===== config.mk =====
export PLATFORM = sky130hd
export DESIGN_NAME = program_loader
export DESIGN_NICKNAME = d
export VERILOG_FILES = /design/src/rtl/program_loader.sv
export SDC_FILE = /design/constraint.sdc
export NUM_CORES = 1
export LEC_CHECK = 0
export CORE_ASPECT_RATIO = 1.1
export CORE_MARGIN = 2
export CORE_UTILIZATION = 47
export CTS_CLUSTER_DIAMETER = 150
export DETAILED_ROUTE_END_ITERATION = 8
export PLACE_DENSITY = 0.8
export SETUP_SLACK_MARGIN = 0.02
export SLEW_MARGIN = 20
export SYNTH_ARGS = -nofsm -noshare
export SYNTH_HDL_FRONTEND = slang
export SYNTH_SLANG_ARGS = --single-unit
export TNS_END_PERCENT = 30

===== constraint.sdc =====
create_clock -name clock -period 3.5 [get_ports clock]
set_input_delay 0.525 -clock clock [delete_from_list [all_inputs] [get_ports clock]]
set_output_delay 0.525 -clock clock [all_outputs]
set_load 0.005 [all_outputs]

===== src/rtl/program_loader.sv =====
// Byte-stream program loader: packs little-endian 32-bit words into instruction memory
// and holds the processor in reset until a clean load has completed.
module program_loader #(
  parameter int DEPTH      = 64,
  parameter int ADDR_WIDTH = 64,
  parameter int CNT_WIDTH  = 16
) (
  input  logic                  clock,
  input  logic                  reset,
  input  logic                  start,
  input  logic                  in_valid,
  input  logic [7:0]            in_data,
  input  logic                  in_last,
  output logic                  in_ready,
  output logic                  mem_we,
  output logic [ADDR_WIDTH-1:0] mem_addr,
  output logic [31:0]           mem_wdata,
  output logic                  cpu_reset,
  output logic                  done,
  output logic                  error,
  output logic [CNT_WIDTH-1:0]  words_loaded
);

  typedef enum logic [2:0] {
    IDLE  = 3'd0,
    LOAD  = 3'd1,
    WRITE = 3'd2,
    DONE  = 3'd3,
    ERROR = 3'd4
  } state_t;

  state_t               state;
  state_t               state_nxt;
  logic [1:0]           byte_cnt;
  logic [23:0]          buffer;
  logic                 last_seen;
  logic [CNT_WIDTH-1:0] word_idx;
  logic                 accept;
  logic                 full;
  logic                 restart;

  assign accept       = (state == LOAD) && in_valid;
  assign full         = (word_idx == CNT_WIDTH'(DEPTH));
  assign restart      = start && ((state == IDLE) || (state == DONE) || (state == ERROR));
  assign words_loaded = word_idx;

  always_ff @(posedge clock or posedge reset) begin
    if (reset) state <= IDLE;
    else       state <= state_nxt;
  end

  always_comb begin
    state_nxt = state;
    case (state)
      IDLE, DONE, ERROR: begin
        if (start) state_nxt = LOAD;
      end
      LOAD: begin
        if (accept) begin
          if (byte_cnt == 2'd3) state_nxt = full ? ERROR : WRITE;
          else if (in_last)     state_nxt = ERROR;
        end
      end
      WRITE:   state_nxt = last_seen ? DONE : LOAD;
      default: state_nxt = IDLE;
    endcase
  end

  always_comb begin
    in_ready  = 1'b0;
    mem_we    = 1'b0;
    cpu_reset = 1'b1;
    done      = 1'b0;
    error     = 1'b0;
    case (state)
      LOAD:  in_ready = 1'b1;
      WRITE: mem_we = 1'b1;
      DONE: begin
        done      = 1'b1;
        cpu_reset = 1'b0;
      end
      ERROR:   error = 1'b1;
      default: ;
    endcase
  end

  // Word assembly: lanes 0..2 buffer up; the 4th byte completes the word directly into mem_wdata.
  always_ff @(posedge clock or posedge reset) begin
    if (reset) begin
      byte_cnt  <= 2'd0;
      buffer    <= 24'd0;
      last_seen <= 1'b0;
      word_idx  <= '0;
      mem_addr  <= '0;
      mem_wdata <= 32'd0;
    end else begin
      if (restart) begin
        byte_cnt <= 2'd0;
        word_idx <= '0;
      end
      if (accept) begin
        byte_cnt <= byte_cnt + 2'd1;
        case (byte_cnt)
          2'd0: buffer[7:0]   <= in_data;
          2'd1: buffer[15:8]  <= in_data;
          2'd2: buffer[23:16] <= in_data;
          default: begin
            if (!full) begin
              mem_wdata <= {in_data, buffer};
              mem_addr  <= ADDR_WIDTH'({word_idx, 2'b00});
              last_seen <= in_last;
            end
          end
        endcase
      end
      if (state == WRITE) word_idx <= word_idx + CNT_WIDTH'(1);
    end
  end

endmodule


==> flow_summary.rst, run 1 <==
.. list-table::
   :header-rows: 1

   * - Metric
     - Value
   * - Power per standard cell area
     - 638 nW/µm²
   * - Most used flip-flop cell after synthesis
     - dfrtp_1
   * - Cell leakage power
     - 2.43 nW
   * - Global placer's final weighted congestion
     - 0.764
   * - Clock slew seen by the registers of the worst setup and hold paths
     - 0.10 ns
   * - Startpoint Class
     - flip-flop
   * - Critical path peak fanout
     - 15
   * - Clock latency on the worst-skew pair
     - 0.36 ns
   * - Crit Path Class
     - reg -> out
   * - Number of buffers inserted by post-CTS setup repair
     - 0
   * - Critical register-to-register path startpoint
     - state[1]$_DFFE_PP0P_
   * - Unrepaired setup endpoints after global routing
     - false
   * - Number of buffers created by CTS
     - 9
   * - ANT nets after route
     - 0
   * - Proportion of netlist area held by the largest area contributor
     - 0.537
   * - Synth async-reset ratio
     - 1.00
   * - Number of synthesized flops with an enable pin
     - 0
   * - Vias in the first global route
     - 2,686
   * - Total negative slack
     - 0 ns
   * - Summed instance area of the synthesized netlist
     - 4380 µm²
   * - Final instance area
     - 5280 µm²
   * - Final setup violation count
     - 0
   * - Number of gates resized after CTS
     - 0
   * - Fraction of final layout cells sized beyond drive strength 1
     - 0.228
   * - Total congestion overflow
     - 0
   * - Initial core utilization
     - 0.488
   * - Part of the Yosys area used for sequential elements
     - 0.537
   * - Yosys Warn Count
     - 0
   * - Detailed-route vias per instance
     - 5.10
   * - Initial antenna violation count
     - 0
   * - TritonCTS clock tree
     - yes
   * - Routed wire length per instance
     - 15.8 µm
   * - Fin. Hold Viols
     - 0
   * - Number of antenna diodes
     - 0
   * - Total clock sinks
     - 94
   * - Global-route wire length before repair
     - 13,600 µm
   * - Final max-slew violation count
     - 0
   * - Worst IR drop on VDD
     - 449 µV
   * - CP arrival
     - 2.12 ns
   * - Min Tclk post-route
     - 2.64 ns
   * - Die Height
     - 105 µm
   * - Result of the run
     - finished, final reports clean
   * - Buffers added on ports
     - 81
   * - GRT Resource Usage Total
     - 0.175
   * - Highest Clock Rate
     - 378 MHz
   * - Required time worst endpoint
     - 2.97 ns
   * - HPWL after detailed placement
     - 6050 µm
   * - Maximum number of pins on one net before global-route repair
     - 38
   * - First-pass iteration count of the detailed router
     - 4
   * - Number of instances in the synthesized netlist
     - 339
   * - Distinct cell type count of the synthesized netlist
     - 43
   * - Count of hold buffers inserted by post-cts repair
     - 0
   * - Number of rows created at floorplan
     - 36
   * - Type of the most critical hold path
     - in -> async
   * - Number of max-cap violations
     - 0
   * - Fin Clk Skew
     - 0.00842 ns
   * - Die area
     - 10,100 µm²
   * - Largest cells by area after synthesis
     - dfrtp_1, mux2_2, buf_4
   * - Core box area
     - 8960 µm²
   * - Final WL
     - 8560 µm
   * - Layout Area Growth over Synthesis
     - 20.7%
   * - I/O pins
     - 130
   * - Share of the clock period used by the worst path
     - 0.755
   * - H-tree level count
     - 3
   * - Sort of element at the end of the critical path
     - output pin
   * - Overall die width
     - 96.0 µm
   * - Synthesis-stage register bit count
     - 94
   * - Origin of the worst setup path
     - state[1]$_DFFE_PP0P_
   * - Count of vias placed by the detailed router
     - 2,769
   * - Count of unresolved DRC violations after routing
     - 0
   * - Number of DRC markers in iteration 0
     - 122
   * - Post-detailed-placement cell area
     - 5100 µm²
   * - Synth Area per Inst
     - 12.9 µm²
   * - Library cell used as clock root buffer
     - clkbuf_8
   * - Yosys top cell by area
     - dfrtp_1
   * - Largest buffer count on any clock path
     - 2
   * - Net count reported at finish
     - 443
## logic make-up (layout without fill, tap and decap cells)
kind of cell,count (synthesis),after routing,synth area share
buffers and inverters,69,112,0.114
multiplexers,78,78,0.208
AND/OR/NAND/NOR,59,59,0.0749
XOR/XNOR,2,2,0.00400
flip-flops,94,94,0.537
adder cells (fa/ha/maj),6,6,0.0171
AO/OA/AOI/OAI,30,30,0.0443
other,1,48,0.000857
## cells in the mapped netlist (2+ instances only)
master,n
o21a_1,2
nand2_1,22
and4_1,3
mux2_2,63
and3_1,3
inv_1,10
o21ai_0,9
o31ai_1,3
nor2_1,3
and2_1,5
a21oi_1,5
a22oi_1,2
mux2i_1,5
nand3_1,9
buf_6,2
nand4_1,4
o211ai_1,2
nor2b_1,2
mux2_4,10
buf_4,52
nor4_1,3
dfrtp_1,94
ha_1,6
## cell type report
cell class | count | area [µm²]
fillers | 734 | 3680
clock inverters | 7 | 62.6
multi-input cells | 223 | 1710
repair buffers | 85 | 853
flip-flops and latches | 94 | 2350
inverters | 11 | 42.5
well taps | 114 | 143
clock buffers | 9 | 124
## cell usage in the layout, fill, tap and decap left out, types with 3 or more instances in the layout
cell type / n
nand2_1: 22
clkbuf_8: 9
o31ai_1: 3
o21ai_0: 9
nand3_1: 9
mux2i_1: 5
inv_1: 9
buf_4: 3
mux2_4: 10
dfrtp_1: 94
nor2_1: 3
inv_6: 3
ha_1: 6
a21oi_1: 5
and4_1: 3
conb_1: 48
and2_1: 5
nand4_1: 4
clkdlybuf4s50_1: 81
nor4_1: 3
mux2_2: 63
## power breakdown
group | leakage, nW | switching [mW] | internal [mW]
registers | 1.24 | 0.216 | 1.43
clock network | 0.0927 | 0.404 | 0.273
logic | 1.10 | 0.356 | 0.692
total | 2.43 | 0.976 | 2.40
## stage by stage
step	util	cells	power [mW]	setup WS, ns	hold WS, ns
finish	0.589	543	3.37	0.857	0.506
global route	0.589	543	3.58	0.766	0.525
CTS	0.589	543	3.40	0.845	0.509
detailed placement	0.569	527	2.72	0.917	0.488
global placement	0.569	527	2.66	0.967	0.480
floorplan	-	386	2.20	0.526	0.474
## worst max-delay path, cell delays in order, from the launching register on
cell	delay [ns]
dfrtp_1	0.49
or3b_1	0.46
inv_2	0.24
clkdlybuf4s50_1	0.56
## path summary, 6_finish.rpt
path / end / depth (start not counted) / slack, ns
worst max-delay path: mem_we / 3 / 0.86
worst min-delay path: mem_addr[15]$_DFFE_PP0P_ / 2 / 0.51
worst max register to register: mem_wdata[7]$_DFFE_PP0P_ / 5 / 1.17
worst min register to register: mem_wdata[13]$_DFFE_PP0P_ / 1 / 0.51
max in group asynchronous: words_loaded[6]$_DFFE_PP0P_ / 3 / 2.14
min in group clock: mem_wdata[13]$_DFFE_PP0P_ / 1 / 0.51
## metal layers
metal | track usage | up-vias | share of wire
li1 | - | 1254 | -
met1 | 0.226 | 1405 | 0.42
met2 | 0.275 | 99 | 0.50
met3 | 0.0550 | 11 | 0.066
met4 | 0.0622 | 0 | 0.012
met5 | 0 | - | 0
## registers in the layout (all words and copies together) (netlist names)
name	count
buffer	24
state	3
mem_wdata	32
mem_addr	16
words_loaded	16
byte_cnt	2
last_seen	1
Power figures use the tool's default switching activity.
==> run 2: changes to the inputs <==
--- a/config.mk
+++ b/config.mk
@@ -7,10 +7,10 @@
 export LEC_CHECK = 0
 export CORE_ASPECT_RATIO = 1.1
 export CORE_MARGIN = 2
-export CORE_UTILIZATION = 47
+export CORE_UTILIZATION = 43
 export CTS_CLUSTER_DIAMETER = 150
 export DETAILED_ROUTE_END_ITERATION = 8
-export PLACE_DENSITY = 0.8
+export PLACE_DENSITY = 0.77
 export SETUP_SLACK_MARGIN = 0.02
 export SLEW_MARGIN = 20
 export SYNTH_ARGS = -nofsm -noshare
==> constraint.sdc (replaced) <==
create_clock -name clock -period 2.2 [get_ports clock]
set_input_delay 0.33 -clock clock [delete_from_list [all_inputs] [get_ports clock]]
set_output_delay 0.33 -clock clock [all_outputs]
set_load 0.005 [all_outputs]
==> flow_summary.rst, run 2 (synthesized netlist as in run 1, its figures left out) <==
.. list-table::
   :header-rows: 1

   * - Metric
     - Value
   * - Result of the run
     - finished, final reports clean
   * - Fin Clk Skew
     - 0.0114 ns
   * - Slowest stage cell, crit path
     - clkdlybuf4s50_1
   * - Fraction of final layout cells sized beyond drive strength 1
     - 0.268
   * - Startpoint Class
     - flip-flop
   * - Unrepaired setup endpoints after global routing
     - true
   * - Registers with the most flip-flops
     - mem_wdata (32), buffer (24)
   * - First-pass iteration count of the detailed router
     - 4
   * - Die Height
     - 110 µm
   * - Register with the most flip-flops
     - mem_wdata
   * - Leading cell type in the layout, fill and taps excluded
     - dfrtp_1
   * - Min Tclk post-route
     - 2.12 ns
   * - Critical register-to-register path startpoint
     - words_loaded[0]$_DFFE_PP0P_
   * - Detailed-route vias per instance
     - 4.96
   * - Core box area
     - 9890 µm²
   * - Clock latency on the worst-skew pair
     - 0.36 ns
   * - Max reg flops
     - 32
   * - Final WL
     - 8760 µm
   * - Worst IR drop on VDD
     - 644 µV
   * - Total congestion overflow
     - 0
   * - CP arrival
     - 1.79 ns
   * - RR Endpoint
     - mem_wdata[22]$_DFFE_PP0P_
   * - ANT nets after route
     - 0
   * - Largest buffer count on any clock path
     - 2
   * - Clock slew seen by the registers of the worst setup and hold paths
     - 0.09 ns
   * - Type of the most critical hold path
     - in -> async
   * - Final Power
     - 5.72 mW
   * - GRT Resource Usage Total
     - 0.164
   * - Vias in the first global route
     - 2,850
   * - Number of max-cap violations
     - 0
   * - Count of unresolved DRC violations after routing
     - 0
   * - Crit path buffers/inverters
     - 3
   * - Global placer's final weighted congestion
     - 0.862
   * - Count of vias placed by the detailed router
     - 2,814
   * - Number of cell instances on the worst register-to-register path
     - 7
   * - Buffers added on ports
     - 81
   * - Maximum number of pins on one net before global-route repair
     - 61
   * - Crit Path Class
     - reg -> out
   * - Layout Area Growth over Synthesis
     - 25.8%
   * - Crit path largest cell delay
     - 0.49 ns
   * - Routed wire length per instance
     - 15.4 µm
   * - Number of DRC markers in iteration 0
     - 66
   * - Share of the clock period used by the worst path
     - 0.962
   * - Net count reported at finish
     - 461
   * - Crit path cell chain
     - buf_4 -> nor3b_4 -> buf_4 -> clkdlybuf4s50_1
   * - Critical path peak fanout
     - 5
   * - Number of antenna diodes
     - 0
   * - Count of hold buffers inserted by post-cts repair
     - 0
   * - Overall die width
     - 100 µm
   * - Global-route wire length before repair
     - 14,000 µm
   * - Total negative slack
     - 0 ns
   * - I/O pins
     - 130
   * - Die area
     - 11,000 µm²
   * - Library cell used as clock root buffer
     - clkbuf_8
   * - Required time worst endpoint
     - 1.87 ns
   * - Number of rows created at floorplan
     - 38
   * - Cell leakage power
     - 2.57 nW
   * - Final max-slew violation count
     - 0
   * - Highest Clock Rate
     - 472 MHz
   * - TritonCTS clock tree
     - yes
   * - Number of buffers created by CTS
     - 9
   * - Register-to-register path setup slack
     - 0.14 ns
   * - Initial core utilization
     - 0.443
   * - Final setup violation count
     - 0
   * - Commonest cells after routing, fill and taps aside
     - dfrtp_1, clkdlybuf4s50_1, mux2_2
   * - HPWL after detailed placement
     - 6200 µm
   * - Fin. Hold Viols
     - 0
   * - Most repeated library cell on the critical path
     - buf_4
   * - Initial antenna violation count
     - 0
   * - H-tree level count
     - 3
   * - Gate family responsible for the most delay along the worst path
     - buffers and inverters
   * - Power per standard cell area
     - 1040 nW/µm²
   * - Total clock sinks
     - 94
   * - Sort of element at the end of the critical path
     - output pin
[run 2: changes by cell type in the layout (fill, tap and decap cells not counted), sizes merged]
cell           previous run  this run
clkdlybuf4s50            81        80
buf                       4        22
inv                      14        11
dlymetal6s2s              0         1
clkinvlp                  1         2
clkinv                    3         2
bufinv                    0         3
[run 2: per-stage QoR]
| step | cells | util | setup slack, ns | hold WS (ns) | area [µm²] |
|---|---|---|---|---|---|
| global route | 567 | 0.557 | 0.00179 | 0.271 | 5510 |
| CTS | 565 | 0.555 | 0.0218 | 0.273 | 5490 |
| finish | 567 | 0.557 | 0.0835 | 0.271 | 5510 |
| global placement | 546 | 0.527 | 0.152 | 0.480 | 5220 |
| detailed placement | 546 | 0.527 | 0.104 | 0.489 | 5220 |
| floorplan | 386 | - | 0.277 | 0.465 | 4560 |
[run 2: routing by layer]
layer	vias to the layer above	wire length [µm]	track usage
li1	1290	-	-
met1	1406	3770	0.204
met2	104	4250	0.269
met3	14	593	0.0509
met4	0	139	0.0607
met5	-	0	0
[run 2: worst max path at each step]
stage                                           start  cells after the start                         to  slack, ns
final                            state[1]$_DFFE_PP0P_                      4                   in_ready       0.08
after floorplan           words_loaded[0]$_DFFE_PP0P_                      9    mem_addr[2]$_DFFE_PP0P_       0.28
after global placement                       in_valid                      5   mem_addr[13]$_DFFE_PP0P_       0.15
after detailed placement                     in_valid                      5  mem_wdata[10]$_DFFE_PP0P_       0.10
after CTS                        state[0]$_DFFE_PP0P_                      3                     mem_we       0.02
after global routing             state[0]$_DFFE_PP0P_                      4                      error      0.002
[run 2: power breakdown]
| part | total, mW | internal (mW) | switching [mW] |
|---|---|---|---|
| clock | 1.38 | 0.759 | 0.623 |
| sequential | 2.58 | 2.28 | 0.304 |
| combinational | 1.76 | 1.15 | 0.609 |
[run 2: cell type report]
type                       instances  area (µm²)
tap                              120         150
fill                             830        4380
clock inverter                     7         120
sequential                        94        2360
inverter                          11        47.5
timing repair buffer             103        1000
clock buffer                       9         124
multi-input combinational        223        1710
[run 2: what timing repair did]
| action | CTS | global route |
|---|---|---|
| endpoints found under the setup margin | 2 | 52 |
| gates cloned | 0 | 0 |
| pin swaps | 0 | 1 |
| resized for setup | 5 | 1 |
| buffers inserted | 3 | 2 |
